===== src/rtl/regfile_read_arbiter.sv =====
// Shares one combinational register-file read port among NREQ requesters.
// Define REGFILE_ARB_RR_EN for round-robin; otherwise lowest index wins.
module regfile_read_arbiter #(
    parameter int NREQ   = 4,
    parameter int ADDR_W = 5,
    parameter int DATA_W = 64,
    localparam int IDW   = (NREQ > 1) ? $clog2(NREQ) : 1
) (
    input  logic                   clk,
    input  logic                   reset_n,
    input  logic [NREQ-1:0]        req,
    input  logic [NREQ*ADDR_W-1:0] req_addr,
    output logic [NREQ-1:0]        gnt,
    output logic [ADDR_W-1:0]      rf_rd_addr,
    input  logic [DATA_W-1:0]      rf_rd_data,
    output logic                   rsp_valid,
    output logic [IDW-1:0]         rsp_id,
    output logic [DATA_W-1:0]      rsp_data,
    input  logic                   rsp_ready,
    output logic                   busy
);

    localparam logic [1:0] S_IDLE = 2'd0;
    localparam logic [1:0] S_READ = 2'd1;
    localparam logic [1:0] S_RESP = 2'd2;

    logic [1:0]        state_q, state_d;
    logic [NREQ-1:0]   gnt_q, gnt_d;
    logic [ADDR_W-1:0] addr_q, addr_d;
    logic [IDW-1:0]    owner_q, owner_d;
    logic              rsp_valid_q, rsp_valid_d;
    logic [IDW-1:0]    rsp_id_q, rsp_id_d;
    logic [DATA_W-1:0] rsp_data_q, rsp_data_d;

    logic              win_found;
    logic [IDW-1:0]    win_idx;
    logic [ADDR_W-1:0] win_addr;
    int                j;

`ifdef REGFILE_ARB_RR_EN
    logic [IDW-1:0]    ptr_q, ptr_d;
`endif

    // Search order starts at the pointer (or at 0) and wraps mod NREQ.
    always_comb begin
        win_found = 1'b0;
        win_idx   = '0;
        win_addr  = '0;
        j         = 0;
        for (int k = 0; k < NREQ; k++) begin
`ifdef REGFILE_ARB_RR_EN
            j = (int'(ptr_q) + k) % NREQ;
`else
            j = k;
`endif
            if (!win_found && req[j]) begin
                win_found = 1'b1;
                win_idx   = IDW'(j);
                win_addr  = req_addr[j*ADDR_W +: ADDR_W];
            end
        end
    end

    always_comb begin
        state_d     = state_q;
        gnt_d       = '0;
        addr_d      = addr_q;
        owner_d     = owner_q;
        rsp_valid_d = rsp_valid_q;
        rsp_id_d    = rsp_id_q;
        rsp_data_d  = rsp_data_q;
`ifdef REGFILE_ARB_RR_EN
        ptr_d       = ptr_q;
`endif
        unique case (state_q)
            S_IDLE: begin
                if (win_found) begin
                    state_d = S_READ;
                    gnt_d   = NREQ'(1) << win_idx;
                    addr_d  = win_addr;
                    owner_d = win_idx;
`ifdef REGFILE_ARB_RR_EN
                    ptr_d   = (win_idx == IDW'(NREQ - 1)) ? '0
                                                          : win_idx + 1'b1;
`endif
                end
            end
            // addr_q is the port address; clearing it idles the port.
            S_READ: begin
                rsp_data_d  = rf_rd_data;
                rsp_id_d    = owner_q;
                rsp_valid_d = 1'b1;
                addr_d      = '0;
                state_d     = S_RESP;
            end
            S_RESP: begin
                if (rsp_ready) begin
                    rsp_valid_d = 1'b0;
                    state_d     = S_IDLE;
                end
            end
            default: state_d = S_IDLE;
        endcase
    end

    always_ff @(posedge clk or negedge reset_n) begin
        if (!reset_n) begin
            state_q     <= S_IDLE;
            gnt_q       <= '0;
            addr_q      <= '0;
            owner_q     <= '0;
            rsp_valid_q <= 1'b0;
            rsp_id_q    <= '0;
            rsp_data_q  <= '0;
`ifdef REGFILE_ARB_RR_EN
            ptr_q       <= '0;
`endif
        end else begin
            state_q     <= state_d;
            gnt_q       <= gnt_d;
            addr_q      <= addr_d;
            owner_q     <= owner_d;
            rsp_valid_q <= rsp_valid_d;
            rsp_id_q    <= rsp_id_d;
            rsp_data_q  <= rsp_data_d;
`ifdef REGFILE_ARB_RR_EN
            ptr_q       <= ptr_d;
`endif
        end
    end

    assign gnt        = gnt_q;
    assign rf_rd_addr = addr_q;
    assign rsp_valid  = rsp_valid_q;
    assign rsp_id     = rsp_id_q;
    assign rsp_data   = rsp_data_q;
    assign busy       = (state_q != S_IDLE);

endmodule


===== config.mk =====
export PLATFORM = sky130hd
export DESIGN_NAME = regfile_read_arbiter
export DESIGN_NICKNAME = d
export VERILOG_FILES = /design/src/rtl/regfile_read_arbiter.sv
export SDC_FILE = /design/constraint.sdc
export NUM_CORES = 1
export LEC_CHECK = 0
export ABC_AREA = 1
export ABC_CLOCK_PERIOD_IN_PS = 1400
export CAP_MARGIN = 40
export CORE_AREA = 2 2 68 134
export DETAILED_ROUTE_END_ITERATION = 8
export DIE_AREA = 0 0 70 136
export PLACE_DENSITY = 0.85
export SKIP_LAST_GASP = 1
export SLEW_MARGIN = 20
export SYNTH_ARGS = -nofsm -noshare
export SYNTH_HDL_FRONTEND = slang
export SYNTH_SLANG_ARGS = --single-unit

===== constraint.sdc =====
create_clock -name clk -period 1.4 [get_ports clk]
set_input_delay 0.28 -clock clk [delete_from_list [all_inputs] [get_ports clk]]
set_output_delay 0.28 -clock clk [all_outputs]
set_load 0.01 [all_outputs]

* Word level (Yosys, flattened, before mapping) *
Index checks and enable logic that the tools add are counted.
W data, S select, Z words.

operators by class
  eq/ne operators = 4
  shifts and indexed selects = 1
  multiplexer cells = 20
  reductions and logical operators = 14

operators by type and width
  operator               count
  $mux W5                5
  $pmux W5 S2            1
  $mux W2                4
  $mux W4                2
  $reduce_and A2 Y1      4
  $mux W1                6
  $pmux W2 S3            1
  $reduce_bool A2 Y1     3
  $ne A2 B2 Y1 const B   2
  $shl A1 B2 Y4 const A  1
  $logic_and A1 B1 Y1    3
  $logic_not A1 Y1       3
  $eq A2 B1 Y1 const B   1
  $eq A2 B2 Y1 const B   1
  $logic_not A2 Y1       1
  $pmux W1 S2            1

word-level totals
  flip-flop bits (word level) = 80
  input port bits = 91
  output and inout bits = 77
  word-level logic and storage cells = 46

* Longest topological paths before layout *
  depth after elaboration = 13
  mapped depth = 7

* Worst setup path after synthesis *
OpenSTA, ideal clock, no wires.

  kind = register to register
  from = register state_q[1]
  to = register rsp_data_q[0], in the netlist rsp_data[0]
  library setup time = 65 ps
  arrival = 1,036 ps
  path slack = 299 ps
  stages on the path, launching flop included = 6
  path buffers = 2
  clock period less this slack = 1,101 ps
  cells stage by stage = dfrtp_1 > nor2_2 > buf_2 > buf_2 > nand2_1 > nand2_1

between the ends
  cells in the longest elaborated chain, start to end = 1

RTL lines
  item                      line  RTL
  start: declaration        27    logic [1:0] state_q, state_d;
  start signal: assignment  119   state_q <= state_d;
  $eq A2 B1 Y1              75    unique case (state_q)
  end signal: assignment    125   rsp_data_q <= rsp_data_d;
  end: declaration          33    logic [DATA_W-1:0] rsp_data_q, rsp_data_d;

No other way between the ends.
A chain may end at the register's enable or synchronous reset.

* Worst setup path after layout *
  from = register state_q[0]
  to = output port busy

between the ends
  cells in the longest elaborated chain, start to end = 1

RTL lines
  item                line  RTL
  $reduce_bool A2 Y1  137   assign busy = (state_q != S_IDLE);
  end: declaration    20    output logic busy

No other way between the ends.

==> results.md <==
- Status: complete, no violations
- CTS Root Cell: clkbuf_16
- PwrDens: 2115 mW/mm²
- Syn Area/Cell: about 8.5 µm²
- Synth area leaders: dfrtp_1 63%, nand2_1 27%, nand3_1 2.8%, nor2_1 1.6%, nand3b_1 1.2%
- Dominant cell type by area after synthesis: dfrtp_1
- Final Non-Filler Cells: 666
- Share of layout cells above drive strength 1: between 7 and 8%
- Final net count: ~650
- First-pass GRT wire length: about 15 mm
- Setup tns final: 0 ns
- GP Congestion: between 0.9 and 1
- GRT Resource Usage Total: between 10% and 20%
- Critical-path cell list: nor2_4, inv_1, clkbuf_2
- Die width: approximately 70 µm
- Core ar.: around 0.0085 mm²
- Ports: 168
- Slowest CP cell: dfrtp_1
- Total CTS buffers: 9
- Cells after synthesis: between 300 and 400
- Tcrit/Tclk final: between 90% and 100%
- Global route overflow: 0
- Std cell rows: 48
- Port Buffers: ~170
- Setup CP Type: reg2out
- Yosys cell types: 15
- WHS: ~0.46 ns
- R2R setup slack: 0.10 ns
- YS warnings: 0
- Arrival time worst endpoint: approximately 1.1 ns
- Antenna viol nets, final: 0
- Largest stage delay, worst path: 0.40 ns
- Synthesis-stage register bit count: 80
- Register area share after synthesis: 62.55%
- Worst vdd ir: approximately 0.0011 V
- Post-DP HPWL: 7.077 mm
- CP Capture Type: primary output
- Layout area overhead: 67.40%
- RSZ-0062 raised after global routing: false
- CTS tree: done
- Die area: approximately 0.0095 mm²
- Max FO, Critical Path: 2
- Worst Tran Pin Value: approximately 0.42 ns
- Final instance area: 0.005358 mm²
- DRT Wirelength: between 9 and 10 mm
- CTS H-tree depth: 3
- Wire per inst: approximately 14 µm
- HP Class: reg2reg
- Clock Pin Slew Worst Setup and Hold Paths: roughly 0.050 ns
- TritonCTS Sinks: 80
- DR vias/cell: approximately 4.7
- Final min period: around 1.3 ns
- Starting DRT DRC Count: 118
- Filler instances: about 760
- Pins Over Slew Limit: 0
- Data required, critical path: ~1.1 ns
- Vias in the first global route: 3168
- Clk_lat worst skew: 0.33 ns
- Setup bufs post-CTS: 0
- Syn nets: between 400 and 500
- Largest net degree at the start of global routing: 81
- Finish-stage setup viols: 0
- Placed insts: around 650
- Hold Vio Cnt, Final: 0
- Initial antenna violation count: 0
- Placed inst area: between 0.005 and 0.006 mm²
- Max_slew headroom: 72.20%
- Post-synth top area share: between 60% and 70%
- Startpoint types: flop
- CTS max path bufs: 2
- Initial core utilization: between 30 and 40%
- Final Power: 11.33 mW
- Via Count: roughly 3100
- Final Skew: ~0.0052 ns
- Max Cap Viol: 0
- F_max: roughly 740 MHz
- DRC: 0
- Static leakage: approximately 2.9 nW
- Drt pass-1 iters: 4
- Post-Syn Area: 0.003201 mm²
- Antenna cells: 0
- Die height: approximately 140 µm
Yosys cell counts (all sizes together):
library cell and n:
buf 7, clkbuf 9, dfrtp 80, inv 10, nand2 227, nand3 18
nand3b 5, nor2 16, nor3 1, o21ai 5
sequential cells by signal (all words and copies together) (netlist names):
name	cells
state_q	2
owner_q	2
rf_rd_addr	5
rsp_data	64
rsp_valid	1
gnt	4
rsp_id	2
cells in the final DEF, fill, tap and decap left out, types with 5 or more instances in the layout:
cell	Yosys	layout
inv_1	9	9
dfrtp_1	80	80
clkdlybuf4s50_1	0	89
dlygate4sd2_1	0	76
nand3_1	18	18
nand3b_1	5	5
nor2_1	14	13
clkbuf_16	0	10
nand2_1	227	227
o21ai_0	5	5
buf_4	1	19
final timing paths:
path                       startpoint       endpoint  cells past startpoint
setup / recovery           state_q[0]           busy                      3
hold / removal              rsp_id[1]      rsp_id[1]                      2
setup reg to reg           state_q[1]  rf_rd_addr[2]                      6
hold reg to reg             rsp_id[1]      rsp_id[1]                      2
max in group asynchronous     reset_n   rsp_data[45]                      3
min in group asynchronous     reset_n   rsp_data[14]                      3
cell families after synthesis:
family | Yosys count | share of synthesized area [%]
compound gates | 5 | 0.7817
buf+inv | 26 | 3.714
simple gates | 267 | 32.96
flops | 80 | 62.55
per-stage QoR:
stage | worst slack (ns) | utilization [%]
floorplan | 0.2994 | -
global placement | -0.1106 | 59.73
detailed placement | -0.1949 | 59.73
CTS | -0.1380 | 62.57
global route | 0.002624 | 62.82
finish | 0.05147 | 62.82
power breakdown:
part           leakage (nW)  internal, mW  total [mW]  switching (mW)
clock                 0.159          1.65        2.49           0.849
sequential            0.992          3.41        3.95           0.532
combinational          1.73          2.14        4.89            2.75
total                  2.88          7.20        11.3            4.13
metal layers:
metal | global-route usage [%] | part of all wire (%) | wire length, µm | up-vias
li1 | - | - | - | 1517
met1 | 19.82 | 34 | 3194 | 1463
met2 | 36.93 | 57 | 5397 | 126
met3 | 4.299 | 5.2 | 492 | 30
met4 | 12.39 | 4.3 | 408 | 0
met5 | 0 | 0 | 0 | -
final cells by class:
cell class / instances / area (µm²) / share of cell area (%)
flip-flops and latches: 80 / 2002 / 37.37
clock inverters: 3 / 65.06 / 1.214
inverters: 10 / 37.54 / 0.7006
well taps: 100 / 125.1 / 2.335
clock buffers: 12 / 256.5 / 4.787
repair buffers: 189 / 1779 / 33.21
multi-input cells: 272 / 1092 / 20.39
what timing repair did:
| action | in CTS | in global routing |
|---|---|---|
| pin swaps | 0 | 1 |
| hold buffers | 1 | 0 |
| setup endpoints to repair | 77 | 3 |
| endpoints found under the hold margin | 80 | 0 |
| gates cloned | 0 | 1 |
| gates resized for setup | 79 | 2 |
worst max-delay path, delay by kind of cell, from the launching register on:
| family | cells | cell delay (ns) |
|---|---|---|
| flip-flops | 1 | 0.40 |
| buffers and inverters | 2 | 0.19 |
| AND/OR/NAND/NOR | 1 | 0.15 |
Note: power is estimated with default switching activity, not from simulation.
